File: src/rtl/arb_rr16.sv
// Round-robin arbiter for 16 requesters: one grant at a time, released on done,
// on request drop, or forcibly after HOLD_MAX cycles, with a dead cycle between grants.
module arb_rr16 #(
  parameter int HOLD_MAX = 8
) (
  input  logic        clk,
  input  logic        rst_n,
  input  logic [15:0] req,
  input  logic        done,
  output logic        grant_valid,
  output logic [3:0]  grant_idx,
  output logic [15:0] grant_onehot,
  output logic        timeout,
  output logic        dbg_state_o
);

  // Handshake: a requester holds req[i] while it wants the resource; while
  // grant_valid && grant_idx == i it owns it and pulses done (or drops req[i]) to hand back.
  typedef enum logic {
    IDLE  = 1'b0,
    GRANT = 1'b1
  } state_t;

  localparam logic [7:0] HOLD_LAST = 8'(HOLD_MAX - 1);

  state_t      state_q;
  logic [3:0]  ptr_q;
  logic [3:0]  idx_q;
  logic [7:0]  hold_cnt_q;
  logic        valid_q;
  logic [15:0] onehot_q;
  logic        timeout_q;

  logic        sel_found_d;
  logic [3:0]  sel_idx_d;
  logic        cur_req;
  logic        limit_hit;
  logic        release_now;

  // First set request bit starting at ptr_q and wrapping through 15 -> 0.
  always_comb begin
    logic [3:0] cand;
    cand        = ptr_q;
    sel_found_d = 1'b0;
    sel_idx_d   = ptr_q;
    for (int i = 0; i < 16; i++) begin
      cand = ptr_q + 4'(i);
      if (!sel_found_d && req[cand]) begin
        sel_found_d = 1'b1;
        sel_idx_d   = cand;
      end
    end
  end

  assign cur_req     = req[idx_q];
  assign limit_hit   = (hold_cnt_q == HOLD_LAST);
  assign release_now = done || !cur_req || limit_hit;

  always_ff @(posedge clk or negedge rst_n) begin
    if (!rst_n) begin
      state_q    <= IDLE;
      ptr_q      <= 4'd0;
      idx_q      <= 4'd0;
      hold_cnt_q <= 8'd0;
      valid_q    <= 1'b0;
      onehot_q   <= 16'h0000;
      timeout_q  <= 1'b0;
    end else begin
      timeout_q <= 1'b0;
      case (state_q)
        IDLE: begin
          if (sel_found_d) begin
            state_q    <= GRANT;
            idx_q      <= sel_idx_d;
            valid_q    <= 1'b1;
            onehot_q   <= 16'h0001 << sel_idx_d;
            hold_cnt_q <= 8'd0;
          end else begin
            valid_q  <= 1'b0;
            onehot_q <= 16'h0000;
          end
        end
        GRANT: begin
          if (release_now) begin
            state_q   <= IDLE;
            valid_q   <= 1'b0;
            onehot_q  <= 16'h0000;
            ptr_q     <= idx_q + 4'd1;
            // Timeout only when the hold limit is the sole reason for release.
            timeout_q <= !done && cur_req;
          end else begin
            hold_cnt_q <= hold_cnt_q + 8'd1;
          end
        end
      endcase
    end
  end

  assign grant_valid  = valid_q;
  assign grant_idx    = idx_q;
  assign grant_onehot = onehot_q;
  assign timeout      = timeout_q;
  assign dbg_state_o  = (state_q == GRANT);

endmodule

File: config.mk
export PLATFORM = sky130hd
export DESIGN_NAME = arb_rr16
export DESIGN_NICKNAME = d
export VERILOG_FILES = /design/src/rtl/arb_rr16.sv
export SDC_FILE = /design/constraint.sdc
export NUM_CORES = 1
export LEC_CHECK = 0
export CAP_MARGIN = 10
export CELL_PAD_IN_SITES_DETAIL_PLACEMENT = 1
export CELL_PAD_IN_SITES_GLOBAL_PLACEMENT = 1
export CORE_UTILIZATION = 45
export CTS_BUF_LIST = sky130_fd_sc_hd__clkbuf_8 sky130_fd_sc_hd__clkbuf_16
export CTS_CLUSTER_DIAMETER = 60
export DETAILED_ROUTE_END_ITERATION = 16
export HOLD_SLACK_MARGIN = 0.02
export PLACE_DENSITY_LB_ADDON = 0.1
export SETUP_SLACK_MARGIN = 0.02
export SYNTH_ARGS = -nofsm -noshare
export SYNTH_HDL_FRONTEND = slang
export SYNTH_SLANG_ARGS = --single-unit
File: constraint.sdc
create_clock -name clk -period 5.8 [get_ports clk]
set_input_delay 1.16 -clock clk [delete_from_list [all_inputs] [get_ports clk]]
set_output_delay 1.16 -clock clk [all_outputs]
set_load 0.02 [all_outputs]
### Yosys cells after proc, flatten, opt, wreduce, memory -nomap -nowiden

Index checks and enable logic that the tools add are counted.

* input bits: 19
* word-level logic and storage cells: 163
* output and inout port bits: 23
* register bits after elaboration: 35

* bitwise operators: 1
* add/subtract/negate cells: 17
* shift operators: 1
* magnitude comparators: 17
* equal/unequal tests: 4
* reductions and logical operators: 38
* mux-type cells: 78

Operator list (count)
* 4-bit by 5-bit less-than comparator with 1-bit output (second input constant): 17
* 1-bit binary-select mux with 4-bit select: 17
* 4-bit two-way mux: 15
* 1-bit two-way mux: 38
* 4-bit adder (second input constant): 8
* 16-bit two-way mux: 2
* 16-bit one-hot mux with 2 select lines: 1
* 1-bit logical NOT: 17
* 4-bit by 3-bit adder with 4-bit output (second input constant): 4
* 1-bit logical AND: 16
* 8-bit two-way mux: 2
* 8-bit one-hot mux with 2 select lines: 1
* 1-bit by 4-bit << shifter with 16-bit output (first input constant): 1
* 4-bit by 1-bit adder with 4-bit output (second input constant): 2
* 4-bit by 2-bit adder with 4-bit output (second input constant): 2
* 8-bit by 1-bit adder with 8-bit output (second input constant): 1
* 8-bit by 3-bit equality test with 1-bit output (second input constant): 1
* 2-bit AND reduction: 3
* 2-bit inequality test (second input constant): 2
* 1-bit one-hot mux with 2 select lines: 2
* 1-bit logical OR: 2
* 2-bit by 1-bit inequality test with 1-bit output (second input constant): 1
* 1-bit inverter: 1

### Longest topological paths before layout

Gate-level depths: netlist of the first run.

* depth in word-level cells: 51
* gate-level depth with buffers: 18
* depth with buffers taken out: 13

### Worst setup path before layout of the first run

No wires, ideal clock.

* kind: reg-to-reg
* from: register ptr_q[1]
* to: register onehot_q[6] (netlist: grant_onehot[6])
* period minus slack after synthesis: 4321 ps
* data arrival time: 4199 ps
* slack: 1479 ps
* library setup time: 122 ps
* stages on the path, launching flop included: 16
* required time: 5678 ps
* path buffers: 3
* path through: dfrtp_1 buf_4 clkbuf_1 inv_1 ha_1 buf_6 mux4_2 mux2_2 a211o_1 a2111oi_4 nand2_4 nor3b_4 a32oi_1 a22oi_2 a21oi_1 a32o_1

* cells in the longest elaborated chain, start to end: 51
* elaborated cells between the ends (all ways): 111
* classes of those cells: add/sub: 15; shift: 1; mux: 65; reduce/logical: 30

Ends and longest elaborated chain
* from (decl): RTL line 27 `logic [3:0] ptr_q;`
* from (signal assigned): RTL line 88 `ptr_q <= idx_q + 4'd1;`
* branches (longest 49 deep; another with 4-bit by 1-bit adder with 4-bit output)
* 16-bit two-way mux *: RTL line 72 `if (sel_found_d) begin`
* 16-bit one-hot mux with 2 select lines *: RTL line 70 `case (state_q)`
* to (signal assigned): RTL line 76 `onehot_q <= 16'h0001 << sel_idx_d;`
* to (decl): RTL line 31 `logic [15:0] onehot_q;`

Every way passes the cells marked *. The select of a mux whose other input is x is not followed.
A chain may end at the register's enable or synchronous reset.

### Final worst setup path of the first run

* from: register ptr_q[1]
* to: register onehot_q[8] (netlist: grant_onehot[8])

The elaborated chain is that of the path after synthesis.

==> results of run 1 <==
-- per-layer routing --
metal	vias to the layer above	GRT usage [%]	wire, microns
li1	1728	-	-
met1	1953	42.6	5960
met2	125	48.0	6070
met3	17	3.71	594
met4	0	6.59	173
met5	-	0	0
-- state kept, by name, indices dropped and copies added, names as in the netlist --
| signal | flops |
|---|---|
| dbg_state_o | 1 |
| grant_idx | 4 |
| grant_onehot | 16 |
| grant_valid | 1 |
| hold_cnt_q | 8 |
| ptr_q | 4 |
| timeout | 1 |
-- path summary, 6_finish.rpt --
path | start | endpoint | depth (start not counted)
max | ptr_q[1] | grant_onehot[8] | 12
min | grant_onehot[11] | grant_onehot[11] | 2
max reg2reg | ptr_q[1] | grant_onehot[8] | 12
min reg2reg | grant_onehot[11] | grant_onehot[11] | 2
max in group asynchronous | rst_n | hold_cnt_q[0] | 2
min in group asynchronous | rst_n | grant_onehot[13] | 2
-- area by class of cell --
type                            instances  area share [%]
Sequential cell                        35            19.2
Inverter                               10           0.822
Clock inverter                          1           0.164
Tap cell                              105            2.88
Timing Repair Buffer                   51            10.6
Clock buffer                            7            2.11
Multi-Input combinational cell        362            64.2
-- cell usage in the layout (no fill, tap or decap), types with 5 or more instances in the layout --
cell type,n
clkdlybuf4s50_1,41
mux2i_1,18
and3_1,5
and2_1,6
buf_4,10
inv_1,9
clkbuf_8,7
xnor2_1,8
mux2_2,21
ha_1,10
o22ai_1,5
nand2_1,40
nor2_1,37
nor3_1,8
a32o_1,8
mux4_2,18
nand3_1,14
mux4_1,6
dfrtp_1,35
o21ai_0,22
nand2b_1,9
o31ai_1,9
a21oi_1,25
xor2_1,6
-- critical path, cell delays in order, from the launching register on --
cell and delay, ps:
dfrtp_1 360, inv_1 220, ha_1 850, mux4_2 630
mux2_2 330, mux2i_1 500, and2b_1 350, nand3_2 260
nor3b_4 430, a32oi_1 160, a22oi_2 360, nand3_1 190
o31ai_1 260
-- cell families after synthesis --
kind of cell	synth area share [%]
simple gates	18.7
compound gates	23.5
mux	24.7
flops	22.1
buf+inv	3.86
xor+xnor	3.92
fa+ha+maj	3.16
-- stage by stage --
step                cells  setup slack, ps
floorplan             426             1480
global placement      563              750
detailed placement    563              606
CTS                   571              817
global route          571              539
finish                571              807
==> results.cfg, run 1 <==
[run_status]
outcome = finished clean

[global_routing]
grt_use_total_pct = 29.7
grt_max_degree = 36
grt_pass1_vias = 3778
grt_first_pass_wirelength_mm = 20.5
grt_remaining_overflow = 0
antenna_found_initial = 0

[sta]
finalCritPeriodShare_pct = 86.1
maxSlewViolCount = 0
hold_viol = 0
tightest_slew_ps = 969
skew_ps = 7.15
finalSetupTns_ps = 0
max_freq_ghz = 0.200
whs_ps = 484
period_minus_slack_ps = 4990
grt_setup_unrepaired = false
setup_violations = 0
slew_headroom_pct = 35.4

[placement]
dp_hpwl_mm = 9.75
port_buffers = 41
placed_cell_area_sq_um = 4460
place_congestion = 0.929

[synthesis]
synth_area_per_cell_sq_um = 9.29
synth_edf_count = 0
ys_seq_area_share_pct = 22.1
mappedNetlistArea_sq_um = 3960
syn_nets = 455
ys_types = 77
synth_area_leaders = dfrtp_1, mux4_2, mux2_2
synth.top_cell.area_share_pct = 22.1
yosysWarningCount = 0
yosysMostFrequentCell = nand2_1
synth-seq-cells = 35
syn_inst = 426
async_flop_share_pct = 100
yosys-top-cells-count = nand2_1, nor2_1, dfrtp_1, a21oi_1, o21ai_0
synthFlopType = dfrtp_1
synth_top_cell_by_area = dfrtp_1

[setup_path]
reg2reg_slack_ps = 810
worstSetupStartpointType = flip-flop
required_ps = 6000
end_kind = flip-flop
worstSetupPathType = reg2reg
critPathMaxFanout = 16
arrival_ps = 5190

[detailed_routing]
vias = 3823
ant_nets = 0
drt_iter0_markers = 210
drc = 0
wl_per_cell_microns = 22.4
dr.pass1.iters = 4
vias_per_cell = 6.70
wirelength_mm = 12.8

[final_layout]
fin_nets = 494
syn_to_final_growth_pct = 15.3
final_util_pct = 54.5
multiInputGateArea_sq_um = 2930
diodes = 0
design_area_sq_um = 4560
seqCellArea_sq_um = 876
layout-drive-gt1-share_pct = 16.7
n_fill_cell = 962

[min_path]
worstHoldPathType = reg2reg

[floorplanning]
die_area_sq_um = 9180
die_w_microns = 95.8
core_sq_um = 8380
rows = 33
chipHeight_microns = 95.8
ios = 42
start_util_pct = 47.2

[clocking]
clk_path_buf_depth = 2
cts-htree-levels = 2
cts-resized-gates = 0
cts_inserted_buffers = 5
cts_sinks = 35
insertion_delay_ps = 290
holdBufCountCts = 0
clk_pin_slew_ps = 80
post-cts-setup-buffer-count = 0
cts_tree = built
root_buffer = clkbuf_8

[flow_run]
cap_violations = 0
Power of run 1 is left out: the tool's default activity adds up to more than one toggle a clock period on the data nets, which glitch-free logic cannot reach.
==> inputs of run 2 (changes only) <==
--- a/config.mk
+++ b/config.mk
@@ -5,10 +5,11 @@
 export SDC_FILE = /design/constraint.sdc
 export NUM_CORES = 1
 export LEC_CHECK = 0
+export ABC_AREA = 1
 export CAP_MARGIN = 10
 export CELL_PAD_IN_SITES_DETAIL_PLACEMENT = 1
 export CELL_PAD_IN_SITES_GLOBAL_PLACEMENT = 1
-export CORE_UTILIZATION = 45
+export CORE_UTILIZATION = 40
 export CTS_BUF_LIST = sky130_fd_sc_hd__clkbuf_8 sky130_fd_sc_hd__clkbuf_16
 export CTS_CLUSTER_DIAMETER = 60
 export DETAILED_ROUTE_END_ITERATION = 16
@@ -18,3 +19,4 @@
 export SYNTH_ARGS = -nofsm -noshare
 export SYNTH_HDL_FRONTEND = slang
 export SYNTH_SLANG_ARGS = --single-unit
+export TNS_END_PERCENT = 5
==> run 2 against run 1 <==
  * Die area up 6.0%
  * Critical path depth is 12 higher
  * Count of clock-buffer cells in the layout fell by 1
  * Design area fell by 6.0%
  * Worst hold slack worse by 7.4 ps
  * Cell count is 33% higher
  * Critical path type unchanged
  * Critical endpoint is now grant_onehot[7]
==> results.cfg, run 2 <==
[clocking]
cts_tree = built
clk_path_buf_depth = 2
cts-resized-gates = 0
root_buffer = clkbuf_8
cts_sinks = 35
clk_pin_slew_ps = 70
cts_inserted_buffers = 5
post-cts-setup-buffer-count = 0
insertion_delay_ps = 290
holdBufCountCts = 0
cts-htree-levels = 2

[setup_path]
worstSetupPathType = reg2reg
critPathMaxFanout = 26
arrival_ps = 5100
required_ps = 6040
worstSetupStartpointType = flip-flop
end_kind = flip-flop

[detailed_routing]
drt_iter0_markers = 217
drc = 0
wirelength_mm = 12.9
vias = 4142
dr.pass1.iters = 4
ant_nets = 0
wl_per_cell_microns = 16.9
vias_per_cell = 5.44

[sta]
setup_violations = 0
max_freq_ghz = 0.205
tightest_slew_ps = 861
grt_setup_unrepaired = false
hold_viol = 0
period_minus_slack_ps = 4870
maxSlewViolCount = 0
skew_ps = 5.14
finalCritPeriodShare_pct = 83.9
finalSetupTns_ps = 0
slew_headroom_pct = 42.6

[floorplanning]
die_w_microns = 98.6
die_area_sq_um = 9720
start_util_pct = 42.0
core_sq_um = 8890
rows = 34
chipHeight_microns = 98.6
ios = 42

[global_routing]
grt_use_total_pct = 27.6
grt_first_pass_wirelength_mm = 21.3
use_met1_pct = 34.2
grt_pass1_vias = 4345
top_usage_layer = met2
use_met2_pct = 49.0
met3_usage_pct = 2.70
grt_remaining_overflow = 0
grt_max_degree = 36
antenna_found_initial = 0

[synthesis]
async_flop_share_pct = 100
synthFlopType = dfrtp_1
yosysMostFrequentCell = nand2_1
synth_top_cell_by_area = dfrtp_1
mappedNetlistArea_sq_um = 3730
synth_edf_count = 0
ys_types = 37
synth_area_leaders = dfrtp_1, nand2_1, nand3_1
synth_area_per_cell_sq_um = 6.05
ys_seq_area_share_pct = 23.5
yosysWarningCount = 0
syn_nets = 646
synth.top_cell.area_share_pct = 23.5
syn_inst = 617
synth-seq-cells = 35
yosys-top-cells-count = nand2_1, nand3_1, inv_1, nor2_1, o21ai_0

[final_layout]
final_common_cell = nand2_1
seqCellArea_sq_um = 876
layout_common_cells = nand2_1, nand3_1, inv_1
largest_reg_flops = 16
syn_to_final_growth_pct = 14.9
multiInputGateArea_sq_um = 2490
n_fill_cell = 1253
fin_nets = 683
diodes = 0
layout-drive-gt1-share_pct = 7.65

[min_path]
worstHoldPathType = reg2reg

[placement]
port_buffers = 41
place_congestion = 0.944
dp_hpwl_mm = 10.1

[flow_run]
cap_violations = 0

[run_status]
outcome = finished clean
run 2: cell count changes in the layout (fill, tap and decap cells not counted), sizes merged, moves of 13 or more:
cell / previous run / this run
inv: 9 / 71
nand3: 15 / 100
mux2: 21 / 0
nand2: 41 / 242
o21ai: 25 / 42
nor2: 38 / 51
mux2i: 18 / 0
a21oi: 25 / 8
mux4: 24 / 0
run 2: logic make-up (layout without fill, tap and decap cells):
group	after synthesis	count (layout)	synth area share, %
compound gates	59	59	9.12
xor+xnor	12	12	3.22
fa+ha+maj	10	10	3.35
buf+inv	85	122	9.89
flops	35	35	23.5
simple gates	416	416	51.0
run 2: layer usage:
layer	wire (microns)	part of all wire (%)	up-vias
met5	0	0	-
met4	418	3.2	0
met3	280	2.2	23
met2	6380	50	62
met1	5800	45	2000
li1	-	-	2057
run 2: path summary, 6_finish.rpt:
kind / cells past startpoint / slack (ps) / from / endpoint
max in group asynchronous: 2 / 4200 / rst_n / grant_onehot[4]
min reg2reg: 2 / 480 / grant_onehot[3] / grant_onehot[3]
min in group asynchronous: 2 / 1270 / rst_n / hold_cnt_q[0]
max: 24 / 930 / ptr_q[0] / grant_onehot[7]
max reg2reg: 24 / 930 / ptr_q[0] / grant_onehot[7]
min: 2 / 480 / grant_onehot[3] / grant_onehot[3]
run 2: stage by stage:
stage | instances | setup slack [ps] | hold WS [ps] | instance area [sq um] | util, %
2_1_floorplan | 617 | 2100 | 460 | 3730 | -
5_1_grt | 762 | 485 | 514 | 4290 | 48.3
6_report | 762 | 931 | 477 | 4290 | 48.3
3_5_place_dp | 755 | 969 | 465 | 4200 | 47.3
3_3_place_gp | 755 | 1120 | 464 | 4200 | 47.3
4_1_cts | 762 | 938 | 485 | 4290 | 48.3
run 2: area by class of cell:
| type | instances | area share, % |
|---|---|---|
| clock buffer | 6 | 1.92 |
| clock inverter | 1 | 0.117 |
| inverter | 71 | 6.33 |
| multi-input combinational | 497 | 58.0 |
| sequential | 35 | 20.4 |
| tap | 108 | 3.15 |
| timing repair buffer | 44 | 10.1 |
run 2: critical path: stages (launching register included):
cell	delay, ps
dfrtp_1	910
inv_4	290
ha_1	580
inv_1	410
nand3_1	120
and2_1	180
nand2_1	60
nand2_1	80
nand2_1	80
nand2_2	140
nor2_8	190
nand4_4	130
nor2_8	170
nand4_4	120
nor2_4	160
nand3_1	210
inv_1	160
nand2_1	60
nand2_1	70
nand2_1	60
nand2_1	130
nand3_1	140
nor2_1	190
nand2_1	90
nand2_1	60
Power of run 2 is left out for the same reason.
